### config.mk
export PLATFORM = sky130hd
export DESIGN_NAME = div_iter
export DESIGN_NICKNAME = d
export VERILOG_FILES = /design/src/rtl/div_pkg.sv /design/src/rtl/divmod.sv /design/src/rtl/div_iter.sv
export SDC_FILE = /design/constraint.sdc
export NUM_CORES = 1
export LEC_CHECK = 0
export ABC_AREA = 1
export CAP_MARGIN = 25
export CELL_PAD_IN_SITES_DETAIL_PLACEMENT = 2
export CELL_PAD_IN_SITES_GLOBAL_PLACEMENT = 2
export CORE_ASPECT_RATIO = 1.4
export CORE_MARGIN = 1.5
export CORE_UTILIZATION = 31
export DETAILED_ROUTE_END_ITERATION = 6
export PLACE_DENSITY = 0.95
export SKIP_CTS_REPAIR_TIMING = 1
export SYNTH_ARGS = -nofsm -noshare
export SYNTH_HDL_FRONTEND = slang
export SYNTH_SLANG_ARGS = --single-unit
### constraint.sdc
create_clock -name clock -period 2.8 [get_ports clock]
set_input_delay 0.7 -clock clock [delete_from_list [all_inputs] [get_ports clock]]
set_output_delay 0.7 -clock clock [all_outputs]
set_load 0.005 [all_outputs]
### src/rtl/div_pkg.sv
// Shared definitions for the iterative divider: FSM encodings and STEPS legality.
// Latency: n/a (types and constants only).
// Backpressure: n/a.
package div_pkg;

  typedef enum logic [1:0] {
    IDLE = 2'd0,
    RUN  = 2'd1,
    DONE = 2'd2
  } state_t;

  // Bit n set means STEPS == n bit-steps per clock is a supported configuration.
  localparam logic [4:0] STEPS_LEGAL_MASK = 5'b10110;

  // True when STEPS is one of the supported values and divides WIDTH evenly.
  function automatic logic steps_ok(input int width, input int steps);
    return (((STEPS_LEGAL_MASK >> steps) & 5'd1) != 5'd0) && ((width % steps) == 0);
  endfunction

endpackage

### src/rtl/divmod.sv
// One restoring-division bit-step: shift one dividend bit into the partial remainder, subtract if it fits.
// Latency: purely combinational, chained STEPS deep inside div_iter.
// Backpressure: none; no handshake.
module divmod #(
  parameter int WIDTH = 8
) (
  input  logic [WIDTH-1:0] b,
  input  logic [WIDTH-1:0] qi,
  input  logic [WIDTH-1:0] ri,
  output logic [WIDTH-1:0] qo,
  output logic [WIDTH-1:0] ro
);

  // The shifted remainder keeps its top bit in a WIDTH+1 intermediate so that
  // divisors above 2^(WIDTH-1) still compare and subtract correctly.
  logic [WIDTH:0] r_shift;
  logic [WIDTH:0] r_diff;
  logic           fits;

  // Shift, compare against the divisor, and conditionally subtract.
  always_comb begin
    r_shift = {ri, qi[WIDTH-1]};
    r_diff  = r_shift - {1'b0, b};
    fits    = (r_shift >= {1'b0, b});
    qo      = {qi[WIDTH-2:0], fits};
    ro      = fits ? r_diff[WIDTH-1:0] : r_shift[WIDTH-1:0];
  end

endmodule

### src/rtl/div_iter.sv
// Iterative unsigned divider: quotient/remainder of a/b using STEPS restoring bit-steps per clock.
// Latency: start accepted at edge N gives done in the cycle after edge N+WIDTH/STEPS.
// Backpressure: start is ignored while busy; a new start is taken in IDLE or in the DONE cycle.
module div_iter
  import div_pkg::*;
#(
  parameter int WIDTH = 8,
  parameter int STEPS = 1
) (
  input  logic             clock,
  input  logic             reset_n,
  input  logic             start,
  input  logic [WIDTH-1:0] a,
  input  logic [WIDTH-1:0] b,
  output logic             busy,
  output logic             done,
  output logic [WIDTH-1:0] quotient,
  output logic [WIDTH-1:0] remainder,
  output logic             div_zero
);

  localparam int ITERS = WIDTH / STEPS;
  localparam int CW    = $clog2(ITERS) + 1;

  if (!steps_ok(WIDTH, STEPS)) begin : g_bad_steps
    $error("div_iter: STEPS must be 1, 2 or 4 and divide WIDTH");
  end

  state_t           state, state_nxt;
  logic             accept;
  logic [CW-1:0]    count;
  logic [WIDTH-1:0] q_reg, r_reg, b_reg;
  logic             dz_reg;

  logic [WIDTH-1:0] q_chain [0:STEPS];
  logic [WIDTH-1:0] r_chain [0:STEPS];

  assign q_chain[0] = q_reg;
  assign r_chain[0] = r_reg;

  for (genvar i = 0; i < STEPS; i++) begin : g_step
    divmod #(.WIDTH(WIDTH)) u_divmod (
      .b  (b_reg),
      .qi (q_chain[i]),
      .ri (r_chain[i]),
      .qo (q_chain[i+1]),
      .ro (r_chain[i+1])
    );
  end

  // Next-state and status decode; start is only honoured outside RUN.
  always_comb begin
    state_nxt = state;
    accept    = 1'b0;
    busy      = 1'b0;
    done      = 1'b0;
    case (state)
      IDLE: begin
        if (start) begin
          accept    = 1'b1;
          state_nxt = RUN;
        end
      end
      RUN: begin
        busy = 1'b1;
        if (count == CW'(1)) state_nxt = DONE;
      end
      DONE: begin
        done = 1'b1;
        if (start) begin
          accept    = 1'b1;
          state_nxt = RUN;
        end else begin
          state_nxt = IDLE;
        end
      end
      default: state_nxt = IDLE;
    endcase
  end

  // FSM state register.
  always_ff @(posedge clock or negedge reset_n) begin
    if (!reset_n) state <= IDLE;
    else          state <= state_nxt;
  end

  // Operand capture, per-cycle bit-steps and iteration counter.
  always_ff @(posedge clock or negedge reset_n) begin
    if (!reset_n) begin
      q_reg  <= '0;
      r_reg  <= '0;
      b_reg  <= '0;
      dz_reg <= 1'b0;
      count  <= '0;
    end else if (accept) begin
      q_reg  <= a;
      r_reg  <= '0;
      b_reg  <= b;
      dz_reg <= (b == '0);
      count  <= CW'(ITERS);
    end else if (state == RUN) begin
      q_reg <= q_chain[STEPS];
      r_reg <= r_chain[STEPS];
      count <= count - CW'(1);
    end
  end

  assign quotient  = q_reg;
  assign remainder = r_reg;
  assign div_zero  = dz_reg;

endmodule
; Yosys cells after proc, flatten, opt, wreduce, memory -nomap -nowiden
; Index checks and enable logic that the tools add are counted.
; W data, S select, Z words.
[op_classes]
add_sub_neg = 2
mul = 0
div = 0
order_cmp = 1
eq_ne = 5
n_shift = 0
n_mux = 15
bitwise = 0
reduce_logical = 5
[ops]
columns = operator, count
row1 = $mux W8, 5
row2 = $ge A9 B8 Y1, 1
row3 = $logic_not A8 Y1, 1
row4 = $mux W4, 2
row5 = $sub A8 B8 Y8, 1
row6 = $pmux W2 S3, 1
row7 = $mux W1, 5
row8 = $eq A4 B1 Y1 const B, 1
row9 = $mux W2, 2
row10 = $ne A2 B2 Y1 const B, 2
row11 = $sub A4 B1 Y4 const B, 1
row12 = $eq A2 B1 Y1 const B, 1
row13 = $eq A2 B2 Y1 const B, 1
row14 = $logic_not A2 Y1, 1
row15 = $reduce_and A2 Y1, 1
row16 = $reduce_bool A2 Y1, 1
row17 = $reduce_or A2 Y1, 1
[word_totals]
reg_bits = 31
latchBits = 0
mem_bits_rw = 0
mem_bits_ro = 0
input_bits = 19
output_inout_bits = 19
mem_count = 0

; Logic depth before layout (Yosys ltp)
[logic_depth]
depth_word = 4
mapped_depth = 12
mapped_depth_nobuf = 12

; By module
; From an unflattened synthesis, not the netlist that was laid out.
[hier_totals]
cells_unflattened = 303
hier_area_um2 = 2333.5
[modules_own_cells]
columns = mod, instances, cells_per_inst, area_each_um2, seq_area_each_um2
row1 = div_iter, 1, 186, 1619.1, 775.7
row2 = divmod, 1, 117, 714.4, 0.0

; Least setup slack after synthesis
; OpenSTA, ideal clock, no wires.
[synth_timing]
kind = register to register
from = reg q_reg[7] (netlist: quotient[7])
to = reg r_reg[4] (netlist: remainder[4])
setup_time_ps = 121
arrival_ps = 1495
setup_slack_ps = 1185
stages_incl_launch_ff = 11
n_path_buf = 0
path_cell_list = dfrtp_1 inv_1 ha_1 fa_1 inv_1 nand3_1 nand3_1 xnor2_1 nand2_1 nand3_1 o21ai_1
[synth_between]
elab_chain_cells = 4
word_cells_on_any_way = 5
cone_classes = 1 x add/sub / 1 x order compare / 3 x mux
[synth_rtl]
columns = item, line
row1 = from (decl), div_iter.sv:32  ; logic [WIDTH-1:0] q_reg, r_reg, b_reg;
row2 = from (signal assigned), div_iter.sv:102  ; q_reg <= q_chain[STEPS];
row3 = $sub A8 B8 Y8 / $ge A9 B8 Y1 (equally long branches), "divmod.sv:23, divmod.sv:24"
row4 = $mux W8 (*), divmod.sv:26  ; ro = fits ? r_diff[WIDTH-1:0] : r_shift[WIDTH-1:0];
row5 = $mux W8 (*), div_iter.sv:101  ; end else if (state == RUN) begin
row6 = $mux W8 (*), div_iter.sv:95  ; end else if (accept) begin
row7 = to (signal assigned), div_iter.sv:103  ; r_reg <= r_chain[STEPS];
row8 = to (decl), div_iter.sv:32
; Mark *: on every way between the ends. The rest lies on a longest branch, timed or not. The select of a mux whose other input is x is not followed.
; A chain may end at the register's enable or synchronous reset.

; Worst setup path in the final report
[layout_timing]
from = reg state[0]
to = out busy
[layout_between]
elab_chain_cells = 2
[layout_rtl]
columns = item, line
row1 = from (decl), div_iter.sv:29  ; state_t state, state_nxt;
row2 = from (signal assigned), div_iter.sv:84  ; else state <= state_nxt;
row3 = $eq A2 B1 Y1, div_iter.sv:57  ; case (state)
row4 = $mux W1, div_iter.sv:57
row5 = to (decl), div_iter.sv:15  ; output logic busy,
; No other way between the ends.

==> implementation parameters <==
Parameter                              Value

Place
  Final RePlAce weighted congestion ... 0.7669
  Pre-CTS setup slack ... 0.4797 ns
  Dpl cell area ... 2283 um^2
  Number of instances in the placed design ... 337
  Buffers on Ports ... 37
  HPWL after detailed placement ... 4.743 mm

Run status
  Status ... finished, final reports clean

STA
  Min Tclk post-route ... 2.251 ns
  Relative slew slack ... 0.5195
  Maximum frequency from static timing analysis ... 0.4442 GHz
  Tightest Pin Transition ... 0.7199 ns
  Final worst setup slack ... 0.5486 ns
  Worst clock skew ... 0.007334 ns
  Hold_ws ... 0.4976 ns
  Final period util ... 0.8041
  Max-slew violation total from the final report ... 0
  Hold violation total from the final report ... 0
  Setup TNS Final ... 0 ns
  Setup repair after global routing missed its margin ... false
  Final setup violation count ... 0

Worst setup path
  Crit. End Element ... primary output
  Required time reported for the critical path endpoint ... 2.10 ns
  Maximum fanout encountered on the critical timing path ... 13
  Startpoint kind of the worst setup timing path ... register
  Largest stage delay on the critical path ... 0.53 ns
  Cell type of the slowest stage on the worst timing path ... sky130_fd_sc_hd__clkdlybuf4s50_1
  Setup slack on the worst flop-to-flop path ... 0.74 ns
  Critical setup path kind ... reg -> out
  CP startpoint ... state[0]
  Startpoint of the lowest-slack register-to-register path ... state[0]
  FF-to-FF path depth ... 8
  Ordered list of cells on the worst path ... inv_1 > nor2_1 > buf_4 > clkdlybuf4s50_1
  CP Data Arrival Time ... 1.55 ns

Clock tree
  Clock latency on the worst-skew pair ... 0.29 ns
  Root buffer cell ... sky130_fd_sc_hd__clkbuf_8
  CTS H-tree depth ... 2
  Clock tree buffer depth ... 2
  TritonCTS buffer count ... 5
  Number of sinks handled by clock tree synthesis ... 31
  CTS clock-pin slew for the worst setup and hold paths ... 0.07 ns
  CTS tree ... yes

Logic synthesis
  Total of flip-flops plus latches after synthesis ... 31
  Post-Syn Area ... 1852 um^2
  Post-Syn Area per Cell ... 7.914 um^2
  Number of instances in the synthesized netlist ... 234
  Number of enable-type register cells in the synthesized netlist ... 0
  Predominant post-synthesis flop cell ... sky130_fd_sc_hd__dfrtp_1
  Distinct cell type count after synthesis ... 29
  Share of the synthesized area in the top cell type ... 0.4189
  Mapped Nets ... 264
  Async set or reset register ratio after synthesis ... 1.000
  Most used standard cell by instance count after synthesis ... sky130_fd_sc_hd__nand2_1
  Part of the Yosys area used for sequential elements ... 0.4189
  Top cells by area in the synthesized netlist ... sky130_fd_sc_hd__dfrtp_1, sky130_fd_sc_hd__nand2_1, sky130_fd_sc_hd__inv_1, sky130_fd_sc_hd__ha_1, sky130_fd_sc_hd__nand3_1
  Post-synthesis cell type with the largest combined area ... sky130_fd_sc_hd__dfrtp_1
  Synthesis warning total ... 0
  Top post-synthesis cells by count ... sky130_fd_sc_hd__nand2_1, sky130_fd_sc_hd__inv_1, sky130_fd_sc_hd__dfrtp_1, sky130_fd_sc_hd__nand3_1, sky130_fd_sc_hd__nor2_1

Routing
  Residual DRC ... 0
  Total wirelength of the detailed-routed design ... 6.447 mm
  Final antenna-violating net count ... 0
  WL per Instance ... 18.69 um
  Starting DRC count in detailed routing ... 42
  DR pass1 iterations ... 4
  Vias after detailed routing ... 1,743
  Avg Vias per Cell ... 5.052

GRT
  Initial antenna violation count ... 0
  Met2 usage ... 0.4377
  Maximum number of pins on one net before global-route repair ... 32
  GR met3 Demand/Resource ... 0.02741
  Gr busiest metal ... met2
  GR Overflow Total ... 0
  Number of global-route vias before repair ... 2,049
  Combined global-route utilization of all metal layers ... 0.2257
  Wire length of the first global-routing pass ... 10.47 mm
  Met1 global-route usage ... 0.2386

Final layout
  Register area ... 775.7 um^2
  Area of the multi-input gates ... 877.1 um^2
  Layout cell share with drive strength beyond 1 ... 0.06545
  Post-route cell area ... 2387 um^2
  # fillers ... 651
  Number of nets in the layout ... 304
  Number of diodes ... 0
  Area added between synthesis and finish ... 28.92%
  Final cell count without fillers ... 345

Floorplanning
  Horizontal die dimension ... 68.32 um
  I/O pin count ... 38
  Site row count ... 33
  Height of the chip ... 94.45 um
  Initial standard-cell utilization of the core ... 0.3181
  Core area ... 5822 um^2
  Full die area ... 6453 um^2

Pwr
  Worst-case vdd ir drop ... 0.7183 mV
  Power per cell area ... 1497 nW/um^2
  Static power due to leakage ... 1.171 nW

Min path
  Worst Hold Depth ... 1
  Path category of the worst min-delay check ... reg -> reg
  Min-Delay Startpoint ... count[3]

Run
  Number of maximum-capacitance violations ... 0
==> worst max-delay path: cells and delay by family, from the launching register on <==
family / cells / cell delay [ns]
and+or+nand+nor: 1 / 0.09
DFF: 1 / 0.36
buffers and inverters: 3 / 0.81
==> final timing paths <==
check	end
worst max-delay path	busy
max in group asynchronous	remainder[0]
worst max register to register	remainder[5]
min in group asynchronous	count[0]
worst min-delay path	count[3]
worst min register to register	count[3]
==> kinds of logic (layout without fill, tap and decap cells) <==
family                     Yosys count  after routing  share of synthesized area
adders and majority gates           11             11                    0.07838
AOI/OAI and AO/OA                   30             30                     0.1020
xor gates and xnor gates             6              6                    0.02838
and+or+nand+nor                    108            108                     0.2649
DFF                                 31             31                     0.4189
buffers and inverters               48             89                     0.1074
==> through the flow <==
stage / utilization / power [mW]
finish: 0.4101 / 3.574
global route: 0.4101 / 3.893
CTS: 0.4101 / 3.615
detailed placement: 0.3922 / 3.150
global placement: 0.3922 / 2.954
floorplan: - / 2.333
==> power by group <==
group          leakage [nW]  switching (mW)  total (mW)  internal, mW
Combinational         0.747            1.39        2.33         0.941
Sequential            0.374           0.163       0.842         0.679
Clock                0.0505           0.180       0.404         0.224
==> per-layer routing <==
metal | share of wire | wire (um)
met4 | 0.026 | 167
met3 | 0.022 | 143
met2 | 0.58 | 3728
met5 | 0 | 0
met1 | 0.37 | 2407
==> cells in the final DEF, fill, tap and decap left out, types with 2 or more instances in the layout <==
| cell type | count |
|---|---|
| sky130_fd_sc_hd__nor2_1 | 11 |
| sky130_fd_sc_hd__dfrtp_1 | 31 |
| sky130_fd_sc_hd__o21ai_1 | 4 |
| sky130_fd_sc_hd__inv_1 | 42 |
| sky130_fd_sc_hd__clkdlybuf4s50_1 | 37 |
| sky130_fd_sc_hd__ha_1 | 10 |
| sky130_fd_sc_hd__buf_4 | 2 |
| sky130_fd_sc_hd__o21ai_0 | 8 |
| sky130_fd_sc_hd__nand3_1 | 21 |
| sky130_fd_sc_hd__nand3_2 | 2 |
| sky130_fd_sc_hd__xnor2_1 | 5 |
| sky130_fd_sc_hd__a21oi_1 | 6 |
| sky130_fd_sc_hd__o22ai_1 | 3 |
| sky130_fd_sc_hd__nand3b_1 | 2 |
| sky130_fd_sc_hd__clkbuf_8 | 7 |
| sky130_fd_sc_hd__nand2_1 | 64 |
| sky130_fd_sc_hd__o221ai_1 | 7 |
==> area by class of cell <==
| cell class | count | area share |
|---|---|---|
| clock buffers | 7 | 0.04036 |
| multi-input cells | 155 | 0.3674 |
| inverters | 42 | 0.06604 |
| flip-flops and latches | 31 | 0.3249 |
| repair buffers | 39 | 0.1614 |
| well taps | 70 | 0.03669 |
| clock inverters | 1 | 0.003145 |
Power figures use the tool's default switching activity.
